===== config.mk =====
export PLATFORM = sky130hd
export DESIGN_NAME = serial_add_ctrl
export DESIGN_NICKNAME = d
export VERILOG_FILES = /design/src/rtl/serial_add_pkg.sv /design/src/rtl/serial_add_ctrl_fa.sv /design/src/rtl/serial_add_ctrl.sv
export SDC_FILE = /design/constraint.sdc
export NUM_CORES = 1
export LEC_CHECK = 0
export ABC_AREA = 1
export CAP_MARGIN = 0
export CORE_MARGIN = 8
export CORE_UTILIZATION = 52
export DETAILED_ROUTE_END_ITERATION = 16
export PLACE_DENSITY = 0.88
export REMOVE_ABC_BUFFERS = 1
export SYNTH_ARGS = -nofsm -noshare
export SYNTH_HDL_FRONTEND = slang
export SYNTH_SLANG_ARGS = --single-unit

===== constraint.sdc =====
create_clock -name CLK -period 1.5 [get_ports CLK]
set_input_delay 0.45 -clock CLK [delete_from_list [all_inputs] [get_ports CLK]]
set_output_delay 0.45 -clock CLK [all_outputs]
set_load 0.02 [all_outputs]

===== src/rtl/serial_add_pkg.sv =====
// Shared constants for the bit-serial adder: FSM state encoding and default width.
package serial_add_pkg;

  localparam int SERIAL_ADD_W = 8;

  typedef enum logic [1:0] {
    ST_IDLE = 2'd0,
    ST_RUN  = 2'd1,
    ST_DONE = 2'd2
  } state_e;

endpackage


===== src/rtl/serial_add_ctrl_fa.sv =====
// One-bit full adder cell; the only arithmetic element in the serial adder.
module serial_add_ctrl_fa (
  input  logic A,
  input  logic B,
  input  logic Cin,
  output logic Sum,
  output logic Cout
);

  assign Sum  = A ^ B ^ Cin;
  assign Cout = (A & B) | (Cin & (A ^ B));

endmodule


===== src/rtl/serial_add_ctrl.sv =====
// Bit-serial add sequencer: {Cout,Sum} = A + B + Cin, one bit per clock, LSB first.
// Optional signed-overflow output Ovf is enabled by defining SERIAL_ADD_OVF_EN.
module serial_add_ctrl
  import serial_add_pkg::*;
#(
  parameter int WIDTH = SERIAL_ADD_W
) (
  input  logic             CLK,
  input  logic             RST,
  input  logic             Start,
  input  logic [WIDTH-1:0] A,
  input  logic [WIDTH-1:0] B,
  input  logic             Cin,
  output logic             Busy,
  output logic             Done,
  output logic [WIDTH-1:0] Sum,
  output logic             Cout
`ifdef SERIAL_ADD_OVF_EN
  ,
  output logic             Ovf
`endif
);

  localparam int CW = $clog2(WIDTH) + 1;
  localparam logic [CW-1:0] CNT_LAST = CW'(WIDTH - 1);

  state_e           state_q, state_d;
  logic [CW-1:0]    cnt_q, cnt_d;
  logic [WIDTH-1:0] sha_q, sha_d;
  logic [WIDTH-1:0] shb_q, shb_d;
  logic [WIDTH-1:0] acc_q, acc_d;
  logic [WIDTH-1:0] sum_q, sum_d;
  logic             carry_q, carry_d;
  logic             cout_q, cout_d;
  logic             fa_sum, fa_cout;
`ifdef SERIAL_ADD_OVF_EN
  logic             ovf_q, ovf_d;
`endif

  serial_add_ctrl_fa u_fa (
    .A    (sha_q[0]),
    .B    (shb_q[0]),
    .Cin  (carry_q),
    .Sum  (fa_sum),
    .Cout (fa_cout)
  );

  always_comb begin
    state_d = state_q;
    cnt_d   = cnt_q;
    sha_d   = sha_q;
    shb_d   = shb_q;
    acc_d   = acc_q;
    sum_d   = sum_q;
    carry_d = carry_q;
    cout_d  = cout_q;
`ifdef SERIAL_ADD_OVF_EN
    ovf_d   = ovf_q;
`endif
    case (state_q)
      ST_IDLE: begin
        if (Start) begin
          state_d = ST_RUN;
          sha_d   = A;
          shb_d   = B;
          carry_d = Cin;
          acc_d   = '0;
          cnt_d   = '0;
        end else begin
          state_d = ST_IDLE;
        end
      end
      ST_RUN: begin
        sha_d            = sha_q >> 1;
        shb_d            = shb_q >> 1;
        carry_d          = fa_cout;
        acc_d            = acc_q >> 1;
        acc_d[WIDTH-1]   = fa_sum;
        cnt_d            = cnt_q + CW'(1);
        // Result registers load the accumulator including this cycle's bit.
        if (cnt_q == CNT_LAST) begin
          state_d = ST_DONE;
          sum_d   = acc_d;
          cout_d  = fa_cout;
`ifdef SERIAL_ADD_OVF_EN
          ovf_d   = carry_q ^ fa_cout;
`endif
        end else begin
          state_d = ST_RUN;
        end
      end
      ST_DONE: state_d = ST_IDLE;
      default: state_d = ST_IDLE;
    endcase
  end

  always_ff @(posedge CLK) begin
    if (RST) begin
      state_q <= ST_IDLE;
      cnt_q   <= '0;
      sha_q   <= '0;
      shb_q   <= '0;
      acc_q   <= '0;
      sum_q   <= '0;
      carry_q <= 1'b0;
      cout_q  <= 1'b0;
`ifdef SERIAL_ADD_OVF_EN
      ovf_q   <= 1'b0;
`endif
    end else begin
      state_q <= state_d;
      cnt_q   <= cnt_d;
      sha_q   <= sha_d;
      shb_q   <= shb_d;
      acc_q   <= acc_d;
      sum_q   <= sum_d;
      carry_q <= carry_d;
      cout_q  <= cout_d;
`ifdef SERIAL_ADD_OVF_EN
      ovf_q   <= ovf_d;
`endif
    end
  end

  assign Busy = (state_q == ST_RUN);
  assign Done = (state_q == ST_DONE);
  assign Sum  = sum_q;
  assign Cout = cout_q;
`ifdef SERIAL_ADD_OVF_EN
  assign Ovf  = ovf_q;
`endif

endmodule


======== Word level (Yosys, flattened, before mapping) ========
Cells that the tools add are included.
storage, ports and cells
  logic and storage cells ................. 35
  output and inout bits ................... 11
  input port bits ......................... 20
  register bits ........................... 40
operators by class
  mux-type cells .......................... 13
  eq/ne operators ......................... 4
  add/subtract/negate cells ............... 1
  reduce and logical (&&, ||, !) cells .... 4
  bitwise gates (word level) .............. 5
operators by type and width
  kind                                                 count
  one-hot mux 8 bit (2 select lines)                   3
  2-to-1 mux 8 bit                                     3
  one-hot mux 4 bit (2 select lines)                   1
  adder 4 x 1 -> 4 bit, second input constant          1
  equality test 4 x 3 -> 1 bit, second input constant  1
  2-to-1 mux 4 bit                                     1
  one-hot mux 2 bit (2 select lines)                   1
  AND reduction 2 bit                                  2
  AND 1 bit                                            2
  equality test 2 x 1 -> 1 bit, second input constant  1
  equality test 2 bit, second input constant           1
  logical NOT 2 bit                                    1
  2-to-1 mux 1 bit                                     2
  2-to-1 mux 2 bit                                     1
  != test 2 bit, second input constant                 1
  one-hot mux 1 bit (2 select lines)                   1
  nonzero test 2 bit                                   1
  XOR 1 bit                                            2
  bitwise OR 1 bit                                     1

======== Longest topological paths before layout ========
Gate-level depths: netlist of run 1.
  word-level depth ........................ 4
  depth in mapped cells ................... 7
  depth with buffers taken out ............ 6

======== Cells and area by module ========
Synthesis of run 1 repeated with hierarchy kept, for this count alone.
unflattened totals
  cell total of the unflattened synthesis .. 243
  area total of the unflattened synthesis .. 1734.2 µm²
modules (own cells, without submodules)
  module              times used  seq. area each (µm²)  cells an instance  area an instance (µm²)
  serial_add_ctrl     1           780.7                 242                1714.1
  serial_add_ctrl_fa  1           0.0                   1                  20.0

======== Worst setup path after synthesis of run 1 ========
Ideal clock, no wire load.
  path type ............................... reg-to-output
  start ................................... register state_q[1]
  end ..................................... output port Done
  data arrival time ....................... 0.786 ns
  required time ........................... 1.050 ns
  path slack .............................. 0.264 ns
  cell stages (with the launch flop) ...... 3
  buffers on the path ..................... 0
  cell sequence ........................... dfxtp_1 > inv_1 > nor2_1
on the way
  word-level cells in the longest chain between the ends .. 1
RTL lines
  what                      line                    RTL
  start: declaration        serial_add_ctrl.sv:27   state_e state_q, state_d;
  start signal: assignment  serial_add_ctrl.sv:111  state_q <= state_d;
  equality test 2 bit       serial_add_ctrl.sv:126  assign Done = (state_q == ST_DONE);
  end: declaration          serial_add_ctrl.sv:15   output logic Done,
No other way between the ends.

======== Worst setup path in the final report of run 1 ========
  start ................................... register sum_q[7] (netlist: Sum[7])
  end ..................................... output port Sum[7]
RTL lines
  what                      line                    RTL
  start: declaration        serial_add_ctrl.sv:32   logic [WIDTH-1:0] sum_q, sum_d;
  start signal: assignment  serial_add_ctrl.sv:116  sum_q <= sum_d;
  end: declaration          serial_add_ctrl.sv:16   output logic [WIDTH-1:0] Sum,
No word-level cell between the ends.

==> key figures, run 1 <==
Critical path
  • Largest stage delay, worst path: 0.36 ns
  • Cells on worst reg2reg path: 6
  • CP Class: reg -> out
  • Worst setup SP type: flip-flop
  • Crit path DAT: 1.01 ns
  • Critical path's top delay family: flip-flops
  • Crit-path slowest cell: dfxtp_1
  • Crit path cell chain: clkdlybuf4s15_1
  • Reg-to-reg endpoint: Sum[7]$_SDFFE_PP0P_
  • Crit path launch: Sum[7]$_SDFFE_PP0P_
  • Crit path depth: 1
  • Reg2reg start: state_q[0]$_SDFF_PP0_
  • Critical Path Fanout Max: 2
  • Reg2reg setup slack: 0.23 ns
  • Setup crit end kind: output port
  • Crit path required time: approximately 1.1 ns
  • CP Capture Point: Sum[7]
  • WP buf/inv: 1

Logic synthesis
  • Cell variety after synth: 21
  • Synth top area cells: dfxtp_1, nand2_1, nand3_1
  • Sequential element share of the synthesized area: 43.2%
  • Netlist Area Pre-Place: between 1500 and 2000 um^2
  • Post-Syn Instances: about 260
  • Number of synthesized register bits: 39
  • Synth area leader: dfxtp_1
  • Syn. warnings: 0
  • Mean area per synthesized cell: 7.10 um^2
  • Area fraction of the dominant cell type after synthesis: approximately 43%

Power
  • Clk pwr share: between 20 and 30%
  • Comb pwr share: between 15 and 20%
  • P per Cell Area: slightly below 900 nW/um^2
  • Leak Pwr: 1.04 nW
  • P_sw: 539 uW
  • VDD IR max: 0.000642 V
  • Total internal power: around 1.5 mW
  • Switch share: a little over a quarter
  • Flop pwr share: 55.6%

GRT
  • Tot GR Track Use: 16.0%
  • Vias in the first global route: 1654
  • Global-route wire length before repair: 7030 um
  • Gr ovfl total: 0
  • Largest net degree at the start of global routing: 36
  • Initial antenna violation count: 0

Timing
  • F_max: roughly 680 MHz
  • Clock period minus worst slack: ~1.5 ns
  • WHS: roughly 0.47 ns
  • Final Hold Fails: 0
  • Final setup fails: 0
  • Setup Skew: approximately 0.0065 ns
  • Tightest Pin Transition: a little over 0.3 ns
  • Slew headroom: about four fifths
  • Max-slew violation count: 0
  • Final worst-path cycle share: between 90% and 100%
  • RSZ-0062 raised after global routing: true

Drt
  • Initial drt markers: about 130
  • Final wirelength: about 4000 um
  • Vias: approximately 1600
  • Routed WL per cell: 11.8 um
  • Number of remaining DRC errors: 0
  • Vias per cell: 4.90
  • Post-route ant nets: 0
  • First-pass detailed-route iteration total: 4

Place
  • I/O Buffers: 30
  • Dpl cell area: approximately 2200 um^2
  • Hpwl dp: around 2800 um
  • GP Congestion: 0.745

Layout
  • Commonest non-fill, non-tap cell in the layout: nand2_1
  • Commonest non-fill, non-tap cells in the layout: nand2_1, inv_1, dfxtp_1
  • Layout area overhead: 24.1%
  • Layout cells sized above 1: about 10%
  • Fillcell total: 301
  • Util after Layout: around two thirds
  • Area of the multi-input gates: around 800 um^2
  • Fin nets: between 300 and 400
  • Antenna cells: 0
  • Design Area, Final: between 2000 and 2500 um^2
  • Register Area: about 790 um^2

Run
  • Max-capacitance violation count: 0

Clock tree
  • CTS buffer count: 5
  • Clock root buffer: clkbuf_4
  • # hold bufs at CTS: 0
  • Longest Clk Path Bufs: 2
  • Postcts setup bufs: 0
  • Worst skew pair latency: around 0.35 ns
  • Sinks on Clock Net: 39
  • Clk pin slew, worst setup/hold paths: 0.11 ns
  • CTS H-tree lvls: 2
  • CTS tree: built

Min path
  • Hold crit path type: reg -> reg
  • Cells on Worst Hold Path: 2

Run status
  • Status: finished clean

Floorplanning
  • Area of the core: 3340 um^2
  • Ports: 31
  • Die area: 5620 um^2
  • Row cnt: 21
  • Initial Util: around 54%
  • Die Ht: 75.0 um
  • Die Wd: about 75 um
==> cells by family after synthesis <==
kind of cell	share of synthesized area, %
fa+ha+maj	1.80
simple gates	37.2
compound gates	4.98
buf+inv	12.9
flops	43.2
==> timing repair <==
action | 4_1_cts | 5_1_grt
endpoints found under the hold margin | 0 | 0
gates resized for setup | 19 | 13
endpoints found under the setup margin | 11 | 12
==> metrics by stage <==
stage / setup slack [ns] / power, mW / setup TNS (ns) / std cells
2_1_floorplan: 0.0735 / 1.32 / 0 / 243
3_3_place_gp: -0.0870 / 1.45 / -0.510 / 329
3_5_place_dp: -0.102 / 1.47 / -2.24 / 329
4_1_cts: 0.00906 / 2.00 / 0 / 336
5_1_grt: -0.0210 / 2.10 / -0.0210 / 336
6_report: 0.0395 / 1.99 / 0 / 336
==> sequential cells by signal, indices dropped and copies added, names as in the netlist <==
name / count
shb_q: 8
carry_q: 1
cnt_q: 4
Cout: 1
Sum: 8
state_q: 2
sha_q: 8
acc_q: 7
==> cell type report <==
cell class	count	share of cell area (%)
clock buffers	6	2.28
clock inverters	1	0.223
inverters	40	6.69
multi-input cells	164	35.7
flip-flops and latches	39	35.0
well taps	46	2.56
repair buffers	40	17.6
==> synth_stat cells <==
master,n
nand2_1,67
o21ai_0,2
buf_4,3
o21ai_4,1
inv_2,1
nand3b_1,15
a21oi_1,11
nand3_1,36
nor2_4,1
clkbuf_1,3
nand2_2,2
a21oi_2,1
nor2_2,3
fa_1,1
nor2_1,23
ha_1,1
buf_2,3
buf_6,3
inv_1,38
clkinv_1,1
dfxtp_1,39
==> power groups by stage <==
stage / sequential [mW] / clock [mW] / combinational (mW)
floorplan: 1.13 / 0 / 0.190
global placement: 1.13 / 0 / 0.324
detailed placement: 1.13 / 0 / 0.336
CTS: 1.11 / 0.552 / 0.336
global route: 1.11 / 0.597 / 0.384
finish: 1.11 / 0.549 / 0.337
==> worst min path at each step <==
stage / startpoint / endpoint / slack [ns]
6_report: sha_q[7]$_SDFFE_PP0P_ / sha_q[7]$_SDFFE_PP0P_ / 0.47
3_3_place_gp: acc_q[1]$_SDFFE_PP0P_ / acc_q[1]$_SDFFE_PP0P_ / 0.45
3_5_place_dp: sha_q[7]$_SDFFE_PP0P_ / sha_q[7]$_SDFFE_PP0P_ / 0.45
2_1_floorplan: acc_q[1]$_SDFFE_PP0P_ / acc_q[1]$_SDFFE_PP0P_ / 0.43
5_1_grt: Sum[5]$_SDFFE_PP0P_ / Sum[5]$_SDFFE_PP0P_ / 0.51
4_1_cts: sha_q[7]$_SDFFE_PP0P_ / sha_q[7]$_SDFFE_PP0P_ / 0.47
==> per-layer routing <==
metal	track usage [%]	wire (um)	vias up
met5	0	0	-
met4	7.61	89	0
met3	3.73	169	10
met2	26.8	1950	37
met1	18.8	1760	748
li1	-	-	852
No activity file was read; power rests on OpenSTA's default activity.
==> run 2, diff against run 1 <==
Settings changed: ABC_AREA 1 to unset, CORE_MARGIN 8 to 2, CORE_UTILIZATION 52 to 51, PLACE_DENSITY 0.88 to 0.87.
==> key figures, run 2 <==
Drt
  • First-pass detailed-route iteration total: 4 (unchanged)
  • Post-route ant nets: 0 (unchanged)
  • Routed WL per cell: 11.4 um (-3.5%)
  • Vias per cell: 5.07 (+3.5%)
  • Vias: 1390 (-16%)
  • Final wirelength: 3130 um (-21%)
  • Initial drt markers: 39 (-70%)
  • Number of remaining DRC errors: 0 (unchanged)

GRT
  • Tot GR Track Use: 19.0% (+3.0 points)
  • Largest net degree at the start of global routing: 39 (+8.3%)
  • Gr ovfl total: 0 (unchanged)
  • Global routing's busiest layer: met2
  • Vias in the first global route: 1248 (-25%)
  • M1 GR Usage: 24.2% (+5.5 points)
  • Met3 Resource Use GR: 4.41% (+0.68 points)
  • Routing usage on met2: 30.7% (+3.9 points)
  • Initial antenna violation count: 0 (unchanged)
  • Global-route wire length before repair: 5310 um (-24%)

Power
  • Leak Pwr: 0.838 nW (-19%)
  • P per Cell Area: 1000 nW/um^2 (+13%)
  • VDD IR max: 0.000588 V (-8.4%)

Timing
  • Clock period minus worst slack: 1.49 ns (+0.0322 ns)
  • Final setup fails: 0 (unchanged)
  • F_max: 670 MHz (-2.2%)
  • Setup Skew: 0.0161 ns (+0.00960 ns)
  • Final worst-path cycle share: 99.5% (+2.1 points)
  • Final Hold Fails: 0 (unchanged)
  • Max-slew violation count: 0 (unchanged)
  • Worst Slack Setup Final: 0.00736 ns (-0.0322 ns)
  • RSZ-0062 raised after global routing: true
  • Tightest Pin Transition: 0.289 ns (-0.0128 ns)
  • Slew headroom: 80.7% (+0.86 points)

Critical path
  • Critical path's top delay family: flip-flops
  • Crit path required time: 1.05 ns (about the same)
  • WP buf/inv: 1 (unchanged)
  • Crit path cell chain: and2b_1 > buf_6
  • Critical Path Fanout Max: 3 (+1)
  • Worst setup SP type: flip-flop
  • CP Class: reg -> out
  • Crit-path slowest cell: dfxtp_2
  • Crit path DAT: 1.04 ns (+0.03 ns)
  • Setup crit end kind: output port
  • Largest stage delay, worst path: 0.38 ns (+0.02 ns)

Place
  • Pre-CTS setup slack: -0.305 ns (-0.203 ns)
  • I/O Buffers: 30 (unchanged)
  • Hpwl dp: 2140 um (-24%)
  • Inst Count DP: 266 (-19%)
  • GP Congestion: 0.784 (+5.2%)

Layout
  • Layout cells sized above 1: 12.2% (+1.8 points)
  • Commonest non-fill, non-tap cells in the layout: nor2_1, dfxtp_1, nand2b_1, clkdlybuf4s50_1, nor4_1
  • Antenna cells: 0 (unchanged)
  • Layout area overhead: 27.6%
  • Fin nets: 251 (-20%)
  • Commonest non-fill, non-tap cell in the layout: nor2_1
  • Layout Cells excl Fill: 274 (-18%)

Logic synthesis
  • Post-Syn Instances: 194 (-24%)
  • Syn. warnings: 0 (unchanged)
  • Mean area per synthesized cell: 8.64 um^2 (+22%)
  • EDFF count, synth: 0 (unchanged)
  • Netlist Area Pre-Place: 1680 um^2 (-7.4%)
  • Number of synthesized register bits: 39 (unchanged)
  • Post-synth top cells: nor2_1, dfxtp_1, nand2b_1
  • Synth area leader: dfxtp_1
  • Count leader, synth: nor2_1
  • FFs w/ async S/R, synth: 0% (unchanged)
  • Synth top area cells: dfxtp_1, nor2_1, nand2b_1
  • Top_reg_cell synth: dfxtp_1
  • Area fraction of the dominant cell type after synthesis: 46.6% (+3.4 points)
  • Sequential element share of the synthesized area: 46.6% (+3.4 points)
  • Cell variety after synth: 27 (+29%)

Clock tree
  • CTS H-tree lvls: 2 (unchanged)
  • CTS tree: built
  • # hold bufs at CTS: 0 (unchanged)
  • CTS buffer count: 5 (unchanged)
  • Sinks on Clock Net: 39 (unchanged)
  • Clk pin slew, worst setup/hold paths: 0.11 ns (about the same)
  • Resize count post-CTS: 19 (unchanged)
  • Clock root buffer: clkbuf_4
  • Postcts setup bufs: 0 (unchanged)
  • Worst skew pair latency: 0.36 ns (about the same)
  • Longest Clk Path Bufs: 2 (unchanged)

Floorplanning
  • Area of the core: 3080 um^2 (-7.8%)
  • Die area: 3760 um^2 (-33%)
  • Die Wd: 61.3 um (-18%)
  • Die Ht: 61.3 um (-18%)
  • Ports: 31 (unchanged)
  • Initial Util: 54.4% (+0.21 points)
  • Row cnt: 20 (-4.8%)

Min path
  • Hold crit path type: reg -> reg

Run status
  • Status: finished clean

Run
  • Max-capacitance violation count: 0 (unchanged)
run 2: changes by cell type in the layout (fill, tap and decap cells not counted), sizes merged, moves of 9 or more:
cell    before  now
nand2b       0   20
nor2        27   46
mux2i        0    9
nand3       36   11
nand2       69   10
inv         39    1
nand3b      15    0
nor4         0   15
run 2: cells by family after synthesis:
family                     share of synthesized area [%]
and+or+nand+nor                                     32.9
DFF                                                 46.6
AOI/OAI and AO/OA                                   6.65
adders and majority gates                           1.94
buffers and inverters                               6.57
muxes                                               5.38
run 2: report_power, final:
part / internal (mW) / total [mW] / switching, mW
Combinational: 0.146 / 0.288 / 0.142
Clock: 0.394 / 0.737 / 0.343
Sequential: 1.09 / 1.12 / 0.0325
Total: 1.63 / 2.15 / 0.518
run 2: final cells by class:
cell class | instances | area, um^2
Fill cell | 256 | 941
Sequential cell | 39 | 783
Clock buffer | 6 | 51.3
Inverter | 1 | 3.75
Tap cell | 44 | 55.1
Multi-Input combinational cell | 140 | 792
Timing Repair Buffer | 42 | 417
Clock inverter | 2 | 35.0
run 2: routing by layer:
| layer | vias to the layer above | share of wire [%] |
|---|---|---|
| met4 | 0 | 1.9 |
| met2 | 27 | 47 |
| met5 | - | 0 |
| li1 | 717 | - |
| met3 | 8 | 3.6 |
| met1 | 638 | 48 |
run 2: worst register-to-register path, cell delays in order (launching register included):
cell and delay [ns]:
dfxtp_2 0.34, buf_4 0.14, or3b_1 0.39, buf_4 0.21, nor2_1 0.12, nor4_1 0.06
run 2: metrics by stage:
stage | power [mW] | cell area (um^2) | TNS [ns] | hold WS, ns | util (%)
after floorplan | 1.28 | 1570 | -3.57 | 0.439 | -
after global placement | 1.42 | 2040 | -7.40 | 0.456 | 66.3
after detailed placement | 1.42 | 2040 | -7.53 | 0.461 | 66.3
after CTS | 2.14 | 2110 | -0.0181 | 0.479 | 68.5
after global routing | 2.22 | 2140 | -0.0198 | 0.496 | 69.4
final | 2.15 | 2140 | 0 | 0.475 | 69.4
run 2: path summary, 6_finish.rpt:
kind,start,to,slack (ns),cells after the start
worst max-delay path,state_q[0]$_SDFF_PP0_,Done,0.007,2
worst min-delay path,Sum[5]$_SDFFE_PP0P_,Sum[5]$_SDFFE_PP0P_,0.48,2
worst max register to register,state_q[1]$_SDFF_PP0_,shb_q[0]$_SDFFE_PP0P_,0.13,5
worst min register to register,Sum[5]$_SDFFE_PP0P_,Sum[5]$_SDFFE_PP0P_,0.48,2
